===== src/rtl/raggedstone_spinn_aer_if_status_tx_if.sv =====
// Outbound 72-bit SpiNNaker packet channel with valid/ready flow control.
interface raggedstone_spinn_aer_if_status_tx_if;
  logic [71:0] spkt_data;
  logic        spkt_vld;
  logic        spkt_rdy;

  modport master (output spkt_data, output spkt_vld, input spkt_rdy);
  modport slave  (input spkt_data, input spkt_vld, output spkt_rdy);
endinterface


===== src/rtl/raggedstone_spinn_aer_if_status_tx.sv =====
// Status packet transmitter: reports go changes, explicit requests and a periodic
// heartbeat as multicast packets keyed on STATUS_KEY with go in key bit 0.
module raggedstone_spinn_aer_if_status_tx #(
  parameter logic [31:0] STATUS_KEY = 32'hFEFF_FE00,
  parameter logic [23:0] HB_PERIOD  = 24'd10_000_000,
  parameter logic        INIT_GO    = 1'b0,
  parameter int          MODE_W     = 2
) (
  input  logic                                  clk,
  input  logic                                  rst,
  input  logic                                  go,
  input  logic [MODE_W-1:0]                     vmode,
  input  logic                                  status_req,
  raggedstone_spinn_aer_if_status_tx_if.master  spkt,
  output logic                                  busy
);

  typedef enum logic {IDLE, SEND} state_t;

  state_t       state, state_n;
  logic         go_q;
  logic         pend_chg, pend_req, pend_hb;
  logic         chg_n, req_n, hb_n;
  logic         clr_chg, clr_req, clr_hb;
  logic [23:0]  hb_cnt, hb_cnt_n;
  logic         hb_evt;
  logic [7:0]   seq, seq_n;
  logic [71:0]  data_q, data_n;
  logic         vld_q, vld_n;
  logic [1:0]   code;
  logic [7:0]   vm8;
  logic [70:0]  body;
  logic [71:0]  pkt;

  // Heartbeat counter; a zero period parks it at 0 forever.
  always_comb begin
    hb_cnt_n = '0;
    hb_evt   = 1'b0;
    if (HB_PERIOD != 24'd0) begin
      if (hb_cnt == HB_PERIOD - 24'd1) hb_evt = 1'b1;
      else                              hb_cnt_n = hb_cnt + 24'd1;
    end
  end

  // Packet image built from the highest-priority pending event.
  always_comb begin
    code = pend_chg ? 2'b01 : (pend_req ? 2'b10 : 2'b11);
    vm8  = 8'(vmode);
    body = {seq, 14'b0, code, vm8, STATUS_KEY[31:1], go_q, 6'b0, 1'b1};
    pkt  = {body, ~^body};
  end

  always_comb begin
    state_n = state;
    data_n  = data_q;
    vld_n   = vld_q;
    seq_n   = seq;
    clr_chg = 1'b0;
    clr_req = 1'b0;
    clr_hb  = 1'b0;
    case (state)
      IDLE: begin
        if (pend_chg | pend_req | pend_hb) begin
          data_n  = pkt;
          vld_n   = 1'b1;
          state_n = SEND;
          clr_chg = pend_chg;
          clr_req = ~pend_chg & pend_req;
          clr_hb  = ~pend_chg & ~pend_req & pend_hb;
        end
      end
      SEND: begin
        if (vld_q && spkt.spkt_rdy) begin
          vld_n   = 1'b0;
          seq_n   = seq + 8'd1;
          state_n = IDLE;
        end
      end
      default: state_n = IDLE;
    endcase
  end

  // A new event on the same edge as service keeps the flag set.
  always_comb begin
    chg_n = (pend_chg & ~clr_chg) | (go != go_q);
    req_n = (pend_req & ~clr_req) | status_req;
    hb_n  = (pend_hb  & ~clr_hb)  | hb_evt;
  end

  always_ff @(posedge clk) begin
    if (rst) state <= IDLE;
    else     state <= state_n;
  end

  always_ff @(posedge clk) begin
    if (rst) begin
      go_q     <= INIT_GO;
      pend_chg <= 1'b0;
      pend_req <= 1'b0;
      pend_hb  <= 1'b0;
      hb_cnt   <= '0;
      seq      <= '0;
      data_q   <= '0;
      vld_q    <= 1'b0;
      busy     <= 1'b0;
    end else begin
      go_q     <= go;
      pend_chg <= chg_n;
      pend_req <= req_n;
      pend_hb  <= hb_n;
      hb_cnt   <= hb_cnt_n;
      seq      <= seq_n;
      data_q   <= data_n;
      vld_q    <= vld_n;
      busy     <= (state_n == SEND) | chg_n | req_n | hb_n;
    end
  end

  assign spkt.spkt_data = data_q;
  assign spkt.spkt_vld  = vld_q;

endmodule


===== src/flat_wrapper.sv =====
// flat-port wrapper written by rule: the top's interface ports become plain ports
module raggedstone_spinn_aer_if_status_tx_flat 
#(
  parameter logic [31:0] STATUS_KEY = 32'hFEFF_FE00,
  parameter logic [23:0] HB_PERIOD  = 24'd10_000_000,
  parameter logic        INIT_GO    = 1'b0,
  parameter int          MODE_W     = 2
)
  (clk, rst, go, vmode, status_req, busy, spkt_spkt_data, spkt_spkt_vld, spkt_spkt_rdy);
  raggedstone_spinn_aer_if_status_tx_if spkt_i ();
  input  logic clk;
  input  logic rst;
  input  logic go;
  input  logic [MODE_W-1:0] vmode;
  input  logic status_req;
  output logic busy;
  output wire logic [$bits(spkt_i.spkt_data)-1:0] spkt_spkt_data;
  output wire logic [$bits(spkt_i.spkt_vld)-1:0] spkt_spkt_vld;
  input wire logic [$bits(spkt_i.spkt_rdy)-1:0] spkt_spkt_rdy;
  assign spkt_spkt_data = spkt_i.spkt_data;
  assign spkt_spkt_vld = spkt_i.spkt_vld;
  assign spkt_i.spkt_rdy = spkt_spkt_rdy;
  raggedstone_spinn_aer_if_status_tx #(.STATUS_KEY(STATUS_KEY), .HB_PERIOD(HB_PERIOD), .INIT_GO(INIT_GO), .MODE_W(MODE_W)) u_core (.clk(clk), .rst(rst), .go(go), .vmode(vmode), .status_req(status_req), .spkt(spkt_i), .busy(busy));
endmodule

===== config.mk =====
export PLATFORM = sky130hd
export DESIGN_NAME = raggedstone_spinn_aer_if_status_tx_flat
export DESIGN_NICKNAME = d
export VERILOG_FILES = /design/src/rtl/raggedstone_spinn_aer_if_status_tx_if.sv /design/src/rtl/raggedstone_spinn_aer_if_status_tx.sv /design/src/flat_wrapper.sv
export SDC_FILE = /design/constraint.sdc
export NUM_CORES = 1
export LEC_CHECK = 0
export ABC_AREA = 0
export BUFFER_PORTS_ARGS = -buffer_cell sky130_fd_sc_hd__buf_4
export CAP_MARGIN = 5
export CELL_PAD_IN_SITES_DETAIL_PLACEMENT = 0
export CELL_PAD_IN_SITES_GLOBAL_PLACEMENT = 1
export CORE_ASPECT_RATIO = 0.8
export CORE_UTILIZATION = 41
export DETAILED_ROUTE_END_ITERATION = 10
export HOLD_SLACK_MARGIN = 0.03
export PLACE_DENSITY = 0.95
export SYNTH_ARGS = -nofsm -noshare
export SYNTH_HDL_FRONTEND = slang
export SYNTH_SLANG_ARGS = --single-unit

===== constraint.sdc =====
create_clock -name clk -period 4.7 [get_ports clk]
set_input_delay 1.41 -clock clk [delete_from_list [all_inputs] [get_ports clk]]
set_output_delay 1.41 -clock clk [all_outputs]
set_load 0.01 [all_outputs]

==> flow_summary.yaml, run 1 <==
run_status:
  outcome: "complete, no violations"
clock_tree:
  cts_root_buffer: "clkbuf_8"
  cts_tree: "yes"
  clkLatencyLatePin_ns: 0.31
  cts.path.max_buffers: 2
  clk_pin_slew_ns: 0.10
  h-tree-depth: 2
  cts_hold_buf: 0
  post_cts_buffers: 0
  numCtsBuffers: 5
  cts_resized: 0
  cts_sinks: 54
critical_path:
  crit_fanout: 24
  worstSetupPathType: "flip-flop to output port"
  worstReg2RegStart: "u_core.hb_cnt[3]$_SDFF_PP0_"
  critPathLaunch: "u_core.spkt.spkt_data[39]$_SDFFE_PP0P_"
  cp_cell_sequence: "buf_4"
  r2r_slack_ns: 2.37
  arrival_ns: 1.32
  crit_buf_inv: 1
  start_kind: "flip-flop"
  endpoint_kind: "output port"
  crit_cells: 1
  required_ns: 3.29
  cp-endpoint: "spkt_spkt_data[20]"
  reg2regPathDepth: 4
  cp_top_family: "flip-flops"
  timing.rr.end: "u_core.hb_cnt[9]$_SDFF_PP0_"
  cpMaxStageDelayCell: "dfxtp_1"
  slowest_delay_ns: 0.77
timing:
  slew-limit-headroom_pct: 25.6
  max_freq_mhz: 366
  hold_viol_final: 0
  slew_violations: 0
  tightestPinTransition_ns: 1.11
  rsz0062_at_grt: "no"
  setup_viol: 0
  fin_worst_skew_ns: 0.0117
  fin_crit_sh_pct: 58.1
  worst_hold_slack_ns: 0.460
  final.setup.tns_ns: 0
  period_needed_ns: 2.73
yosys:
  yosysMostFrequentCell: "buf_4"
  yosysUniqueCellTypes: 43
  synth_area_leader_cell: "dfxtp_1"
  synthFlopType: "dfxtp_1"
  synthTopCellsByArea: "dfxtp_1 (38%), buf_4 (15%), xnor2_1 (5.9%), nand2_1 (4.5%), nor2_1 (4.2%)"
  syn_area_sq_um: 2830
  syn-mean-instance-area_sq_um: 8.53
  synth_top_cells_by_count: "buf_4 (58), dfxtp_1 (54), nand2_1 (34)"
  yosys_warnings: 0
  ys_async_sr_fraction_pct: 0
  yosys.area.top_type_share_pct: 38.2
  ys_ff_latch: 54
  synthCells: 332
  yosysSeqAreaShare_pct: 38.2
  synth-edff-count: 0
detailed_routing:
  drcViolationCount: 0
  routed_wl_mm: 5.31
  dr.pass1.iters: 4
  routedWlPerCell_um: 12.3
  via_count: 2138
  drtIter0Drc: 93
  drtAntennaViolNets: 0
  vias_per_cell: 4.94
floorplanning:
  ios: 81
  core.rowCount: 26
  coreArea_sq_um: 6540
  die_w_um: 94.9
  floorplan.initialDensity_pct: 43.3
  die_y_um: 76.3
  die_area_sq_um: 7250
final_layout:
  antenna_cells: 0
  drive_above_1_share_pct: 18.1
  nets: 360
  area_growth_pct: 6.40
power_and_ir_drop:
  ir_worst_vdd_mv: 0.141
  powerDensity_nw_per_um2: 295
  p_leak_uw: 0.00118
grt:
  top_usage_layer: "met2"
  gr-usage-met3_pct: 2.99
  overflow: 0
  grt_use_met1_pct: 20.5
  antenna_found_initial: 0
  grt_pass1_vias: 1868
  use_met2_pct: 23.2
  track_usage_pct: 15.1
  grt_max_degree: 32
  grt_pass1_wl_mm: 8.71
placement:
  place_congestion: 0.795
  dpl.hpwl_mm: 3.73
  port_buffers: 45
worst_hold_path:
  min_from: "u_core.spkt.spkt_data[69]$_SDFFE_PP0P_"
  min_path_type: "flip-flop to flip-flop"
job:
  cap_violations: 0
[per-layer routing]
layer | up-vias | part of all wire [%]
li1 | 1066 | -
met1 | 988 | 48
met2 | 77 | 45
met3 | 7 | 5.0
met4 | 0 | 1.5
met5 | - | 0
[report_power, final]
part	switching, uW	internal [uW]	total [uW]
sequential	18.9	471	490
clock	154	119	273
combinational	69.2	56.5	126
total	242	646	888
[layout make-up]
| type | count | area, sq um |
|---|---|---|
| fillers | 641 | 3520 |
| multi-input cells | 232 | 1360 |
| flip-flops and latches | 54 | 1080 |
| repair buffers | 45 | 338 |
| well taps | 84 | 105 |
| clock buffers | 6 | 82.6 |
| inverters | 10 | 37.5 |
| clock inverters | 2 | 12.5 |
[metrics by stage]
step                cells  instance area [sq um]  setup slack [ns]  utilization (%)  power, uW
detailed placement    425                   2920              2.03             44.6        626
finish                433                   3010              1.97             46.1        888
global route          433                   3010              1.79             46.1        928
floorplan             366                   2960              2.36                -        618
global placement      425                   2920              2.06             44.6        625
CTS                   433                   3010              1.94             46.1        892
[cell usage in the layout, fill, tap and decap left out, types with 4 or more instances in the layout]
cell,count
nor4_1,7
nor2_1,32
inv_1,9
xor2_1,8
clkbuf_8,6
ha_1,5
dfxtp_1,54
nor3_1,6
conb_1,35
nand4_1,8
nand2_1,34
nand3_1,6
o31ai_1,6
mux2i_1,4
o211ai_1,6
xnor2_1,19
and3_1,4
buf_4,45
a21oi_1,20
[state kept, by name (all words and copies together), names as in the netlist]
| register | cells |
|---|---|
| u_core.hb_cnt | 24 |
| u_core.spkt.spkt_data | 15 |
| u_core.seq | 8 |
| u_core.busy | 1 |
| u_core.go_q | 1 |
| u_core.pend_chg | 1 |
| u_core.pend_hb | 1 |
| u_core.pend_req | 1 |
| u_core.spkt.spkt_vld | 1 |
| u_core.state | 1 |
[logic make-up after synthesis]
logic type	share of synthesized area, %
AOI/OAI and AO/OA	9.50
xor gates and xnor gates	9.14
adders and majority gates	2.21
buffers and inverters	18.4
DFF	38.2
muxes	1.41
other	0.132
and+or+nand+nor	21.0
[how the worst min path moves through the flow]
stage	to	cells after the start
2_1_floorplan	u_core.hb_cnt[0]$_SDFF_PP0_	1
3_3_place_gp	u_core.hb_cnt[0]$_SDFF_PP0_	1
3_5_place_dp	u_core.spkt.spkt_data[69]$_SDFFE_PP0P_	2
4_1_cts	u_core.spkt.spkt_data[69]$_SDFFE_PP0P_	2
5_1_grt	u_core.spkt.spkt_data[65]$_SDFFE_PP0P_	2
6_report	u_core.spkt.spkt_data[69]$_SDFFE_PP0P_	2
(Power assumes the default switching activity.)
==> run 2: changes to the inputs <==
- ABC_AREA: 0 -> 1
- CORE_UTILIZATION: 41 -> 34
- PLACE_DENSITY: 0.95 -> 0.89
- clock period: 4.7 -> 2.4 ns (I/O delays scaled with it)
==> flow_summary.yaml, run 2 <==
placement:
  dpl.hpwl_mm: 4.63
  place_congestion: 0.818
  port_buffers: 45
yosys:
  syn-mean-instance-area_sq_um: 7.20
  synthXorXnorAreaFrac_pct: 2.60
  synth-edff-count: 0
  muxShareOfSynthArea_pct: 0
  yosysUniqueCellTypes: 30
  yosysMostFrequentCell: "nand2_1"
  yosys_warnings: 0
  synthAdderAreaFrac_pct: 2.06
  ys_ff_latch: 54
  synth_top_cells_by_count: "nand2_1 (75), buf_4 (57), dfxtp_1 (54)"
  yosys.area.top_type_share_pct: 35.7
  yosysSeqAreaShare_pct: 35.7
  synthFlopType: "dfxtp_1"
  syn_area_sq_um: 3030
  synth-simple-area-share_pct: 27.5
  synth_top_family_by_area: "simple AND/OR/NAND/NOR gates"
  ys_async_sr_fraction_pct: 0
  synth_area_leader_cell: "dfxtp_1"
  synth_compound_area_share_pct: 10.3
  synthCells: 421
  synthTopCellsByArea: "dfxtp_1 (36%), buf_4 (14%), nand2_1 (9.3%), inv_1 (6.1%), nor2_1 (5.8%)"
grt:
  track_usage_pct: 13.4
  antenna_found_initial: 0
  grt_pass1_vias: 2129
  grt_max_degree: 25
  overflow: 0
  grt_pass1_wl_mm: 9.89
critical_path:
  cp_cell_sequence: "buf_4"
  start_kind: "flip-flop"
  worstReg2RegStart: "u_core.hb_cnt[0]$_SDFF_PP0_"
  slowest_delay_ns: 0.76
  crit_fanout: 24
  critPathLaunch: "u_core.spkt.spkt_data[39]$_SDFFE_PP0P_"
  crit_buf_inv: 1
  arrival_ns: 1.30
  required_ns: 1.68
  r2r_slack_ns: 0.63
  reg2regPathDepth: 8
  endpoint_kind: "output port"
  worstSetupPathType: "flip-flop to output port"
  cp_top_family: "flip-flops"
  timing.rr.end: "u_core.hb_cnt[17]$_SDFF_PP0_"
  cpMaxStageDelayCell: "dfxtp_1"
floorplanning:
  floorplan.initialDensity_pct: 35.4
  die_y_um: 86.5
  die_area_sq_um: 9300
  ios: 81
  coreArea_sq_um: 8560
  die_w_um: 108
  core.rowCount: 30
detailed_routing:
  drtIter0Drc: 137
  drtAntennaViolNets: 0
  drcViolationCount: 0
  routed.top_layer: "met4"
  dr.pass1.iters: 4
  dr_wl_met2_mm: 2.44
  wl_met3_um: 508
  wl_met1_mm: 3.10
  routed_wl_mm: 6.10
  via_count: 2490
  routedWlPerCell_um: 10.9
  vias_per_cell: 4.47
worst_hold_path:
  min_path_type: "flip-flop to flip-flop"
  min_from: "u_core.hb_cnt[0]$_SDFF_PP0_"
  whs_path_depth: 1
  whs_endpoint: "u_core.hb_cnt[0]$_SDFF_PP0_"
clock_tree:
  cts_hold_buf: 0
  clk_pin_slew_ns: 0.10
  post_cts_buffers: 0
  cts_root_buffer: "clkbuf_8"
  cts_sinks: 54
  h-tree-depth: 2
  clkLatencyLatePin_ns: 0.31
  cts_resized: 0
  cts_tree: "yes"
  cts.path.max_buffers: 2
  numCtsBuffers: 5
timing:
  final.setup.tns_ns: 0
  fin_worst_skew_ns: 0.00810
  slew_violations: 0
  tightestPinTransition_ns: 0.667
  rsz0062_at_grt: "no"
  fin_crit_sh_pct: 84.3
  setup_viol: 0
  max_freq_mhz: 494
  slew-limit-headroom_pct: 55.5
  hold_viol_final: 0
  period_needed_ns: 2.02
final_layout:
  area_growth_pct: 7.80
  mostFrequentLayoutCell: "nand2_1"
  nets: 456
  drive_above_1_share_pct: 16.9
  fill_cells: 930
  multi_input_area_sq_um: 1420
  regArea_sq_um: 1080
  antenna_cells: 0
  largest_reg_flops: 24
  most-common-layout-cells: "nand2_1 (75), dfxtp_1 (54), inv_1 (49)"
  regMostFlops: "u_core.hb_cnt"
power_and_ir_drop:
  ir_worst_vdd_mv: 0.293
  clock_power_share_pct: 29.1
  seqPwrFrac_pct: 53.2
  intPower_uw: 1310
  power.net_switching_uw: 523
  combPwrFrac_pct: 17.6
  powerDensity_nw_per_um2: 562
  power_uw: 1840
  swShare_pct: 28.5
  p_leak_uw: 0.00133
job:
  cap_violations: 0
run_status:
  outcome: "complete, no violations"
[run 2: cells by family after synthesis]
logic type,after synthesis
buf+inv,114
other cells,1
compound gates,58
simple gates,180
xor+xnor,9
fa+ha+maj,5
flops,54
[run 2: worst max-delay path by stage]
stage,endpoint,slack [ns],cells after the start
after floorplan,spkt_spkt_data[17],0.75,1
after global placement,u_core.seq[6]$_SDFFE_PP0P_,0.65,8
after detailed placement,u_core.seq[6]$_SDFFE_PP0P_,0.61,8
after CTS,spkt_spkt_data[37],0.32,1
after global routing,spkt_spkt_data[18],0.23,1
final,spkt_spkt_data[37],0.38,1
[run 2: layer usage]
metal	GRT usage (%)	vias to the layer above
met3	2.48	5
met2	19.9	90
met5	0	-
met1	19.5	1101
met4	3.86	0
li1	-	1294
[run 2: final cells by class]
cell class | instances | area share, %
Clock buffer | 6 | 2.53
Inverter | 50 | 5.74
Multi-Input combinational cell | 287 | 43.4
Timing Repair Buffer | 46 | 10.6
Clock inverter | 2 | 0.383
Tap cell | 112 | 4.29
Sequential cell | 54 | 33.1
[run 2: through the flow]
step	std cells	util [%]	hold WS, ns	worst slack, ns	instance area, sq um
2_1_floorplan	455	-	0.418	0.747	3160
3_3_place_gp	549	37.1	0.430	0.647	3170
3_5_place_dp	549	37.1	0.443	0.609	3170
4_1_cts	557	38.2	0.458	0.325	3270
5_1_grt	557	38.2	0.485	0.231	3270
6_report	557	38.2	0.458	0.377	3270
[run 2: power by group through the flow]
stage | Combinational, uW | Sequential [uW] | Clock [uW]
floorplan | 268 | 1010 | 0
global placement | 322 | 997 | 0
global route | 360 | 987 | 587
finish | 324 | 978 | 535
detailed placement | 324 | 1000 | 0
CTS | 326 | 979 | 555
==> run 3: changes to the inputs <==
- clock period: 2.4 -> 1.8 ns (I/O delays scaled with it)
==> flow_summary.yaml, run 3 (synthesized netlist as in run 2, its figures left out) <==
detailed_routing:
  routedWlPerCell_um: 10.9
  routed_wl_mm: 6.13
  via_count: 2540
  drtAntennaViolNets: 0
  vias_per_cell: 4.51
  drcViolationCount: 0
  dr.pass1.iters: 5
  drtIter0Drc: 150
critical_path:
  path_common_cell: "nor2_4"
  slowest_delay_ns: 0.37
  cp_top_family: "simple AND/OR/NAND/NOR gates"
  r2r_slack_ns: 0.21
  crit_fanout: 21
  cpMaxStageDelayCell: "dfxtp_1"
  crit_buf_inv: 1
  start_kind: "flip-flop"
  endpoint_kind: "flip-flop"
  cp_cell_sequence: "ha_1, nand2_2, nor2_4, inv_2, nor2_4, nand3_4, nand2_8, nor2_1"
  arrival_ns: 1.79
  required_ns: 2.00
  worstSetupPathType: "flip-flop to flip-flop"
final_layout:
  area_growth_pct: 9.91
  most-common-layout-cells: "nand2_1 (74), dfxtp_1 (54), buf_4 (50)"
  nets: 462
  antenna_cells: 0
  regMostFlops: "u_core.hb_cnt"
  largest_reg_flops: 24
  mostFrequentLayoutCell: "nand2_1"
  drive_above_1_share_pct: 18.4
clock_tree:
  numCtsBuffers: 5
  cts_tree: "yes"
  clk_pin_slew_ns: 0.11
  cts_hold_buf: 0
  cts_root_buffer: "clkbuf_8"
  h-tree-depth: 2
  cts.path.max_buffers: 2
  cts_sinks: 54
  clkLatencyLatePin_ns: 0.31
timing:
  fin_ws_ns: 0.207
  setup_viol: 0
  max_freq_mhz: 628
  period_needed_ns: 1.59
  hold_viol_final: 0
  fin_worst_skew_ns: 0.0125
  rsz0062_at_grt: "no"
  slew_violations: 0
  fin_crit_sh_pct: 88.5
  final.setup.tns_ns: 0
placement:
  place_congestion: 0.932
  dpl.hpwl_mm: 4.45
  port_buffers: 45
  place_ws_ns: 0.135
worst_hold_path:
  min_path_type: "input pin to flip-flop"
grt:
  grt_max_degree: 25
  overflow: 0
  grt_pass1_wl_mm: 9.67
  track_usage_pct: 13.0
  antenna_found_initial: 0
  grt_pass1_vias: 2082
run_status:
  outcome: "complete, no violations"
floorplanning:
  floorplan.initialDensity_pct: 35.4
  core.rowCount: 30
  die_area_sq_um: 9300
  die_w_um: 108
  ios: 81
  die_y_um: 86.5
  coreArea_sq_um: 8560
job:
  cap_violations: 0
power_and_ir_drop:
  combPwrFrac_pct: 18.8
  powerDensity_nw_per_um2: 750
  power.net_switching_uw: 728
  swShare_pct: 29.1
  p_leak_uw: 0.00135
  clock_power_share_pct: 29.7
  intPower_uw: 1770
  ir_worst_vdd_mv: 0.413
  seqPwrFrac_pct: 51.5
-- run 3: cell count changes in the layout (fill, tap and decap cells not counted), sizes merged --
cell | before | now
buf | 46 | 50
clkinvlp | 1 | 4
clkinv | 1 | 0
-- run 3: tightest hold or removal path, cell delays in order --
cell and delay [ns]:
buf_4 0.08, a21oi_1 0.04, nor2_1 0.07
-- run 3: worst paths after layout --
kind / startpoint / end / cells after the start
max: u_core.hb_cnt[0]$_SDFF_PP0_ / u_core.hb_cnt[17]$_SDFF_PP0_ / 8
min: status_req / u_core.pend_req$_SDFF_PP0_ / 3
max reg2reg: u_core.hb_cnt[0]$_SDFF_PP0_ / u_core.hb_cnt[17]$_SDFF_PP0_ / 8
min reg2reg: u_core.hb_cnt[0]$_SDFF_PP0_ / u_core.hb_cnt[0]$_SDFF_PP0_ / 1
-- run 3: stage by stage --
step	total power (uW)	utilization [%]	cells	hold slack, ns	cell area (sq um)
2_1_floorplan	1700	-	455	0.418	3160
3_3_place_gp	1760	37.3	552	0.427	3200
3_5_place_dp	1770	37.3	552	0.443	3200
4_1_cts	2500	38.5	560	0.443	3290
5_1_grt	2630	38.9	563	0.453	3330
6_report	2500	38.9	563	0.450	3330
-- run 3: area by class of cell --
| type | instances | area (sq um) |
|---|---|---|
| multi-input cells | 287 | 1430 |
| clock inverters | 2 | 16.3 |
| flip-flops and latches | 54 | 1080 |
| well taps | 112 | 140 |
| repair inverters | 2 | 15.0 |
| clock buffers | 6 | 82.6 |
| repair buffers | 50 | 375 |
| fillers | 906 | 5230 |
| inverters | 50 | 191 |
-- run 3: timing repair --
| item | CTS | global route |
|---|---|---|
| buffers inserted | 0 | 1 |
| endpoints found under the setup margin | 0 | 14 |
| gates resized for setup | 0 | 5 |
-- run 3: per-layer routing --
metal | track usage, % | share of wire, % | up-vias
li1 | - | - | 1309
met1 | 18.9 | 52 | 1127
met2 | 20.0 | 41 | 100
met3 | 2.11 | 6.0 | 4
met4 | 3.36 | 0.90 | 0
met5 | 0 | 0 | -
-- run 3: power by group through the flow --
stage	clock [uW]	combinational [uW]	sequential, uW
after floorplan	0	357	1340
after global placement	0	448	1320
after detailed placement	0	451	1320
after CTS	757	452	1290
after global routing	807	521	1300
final	743	470	1290
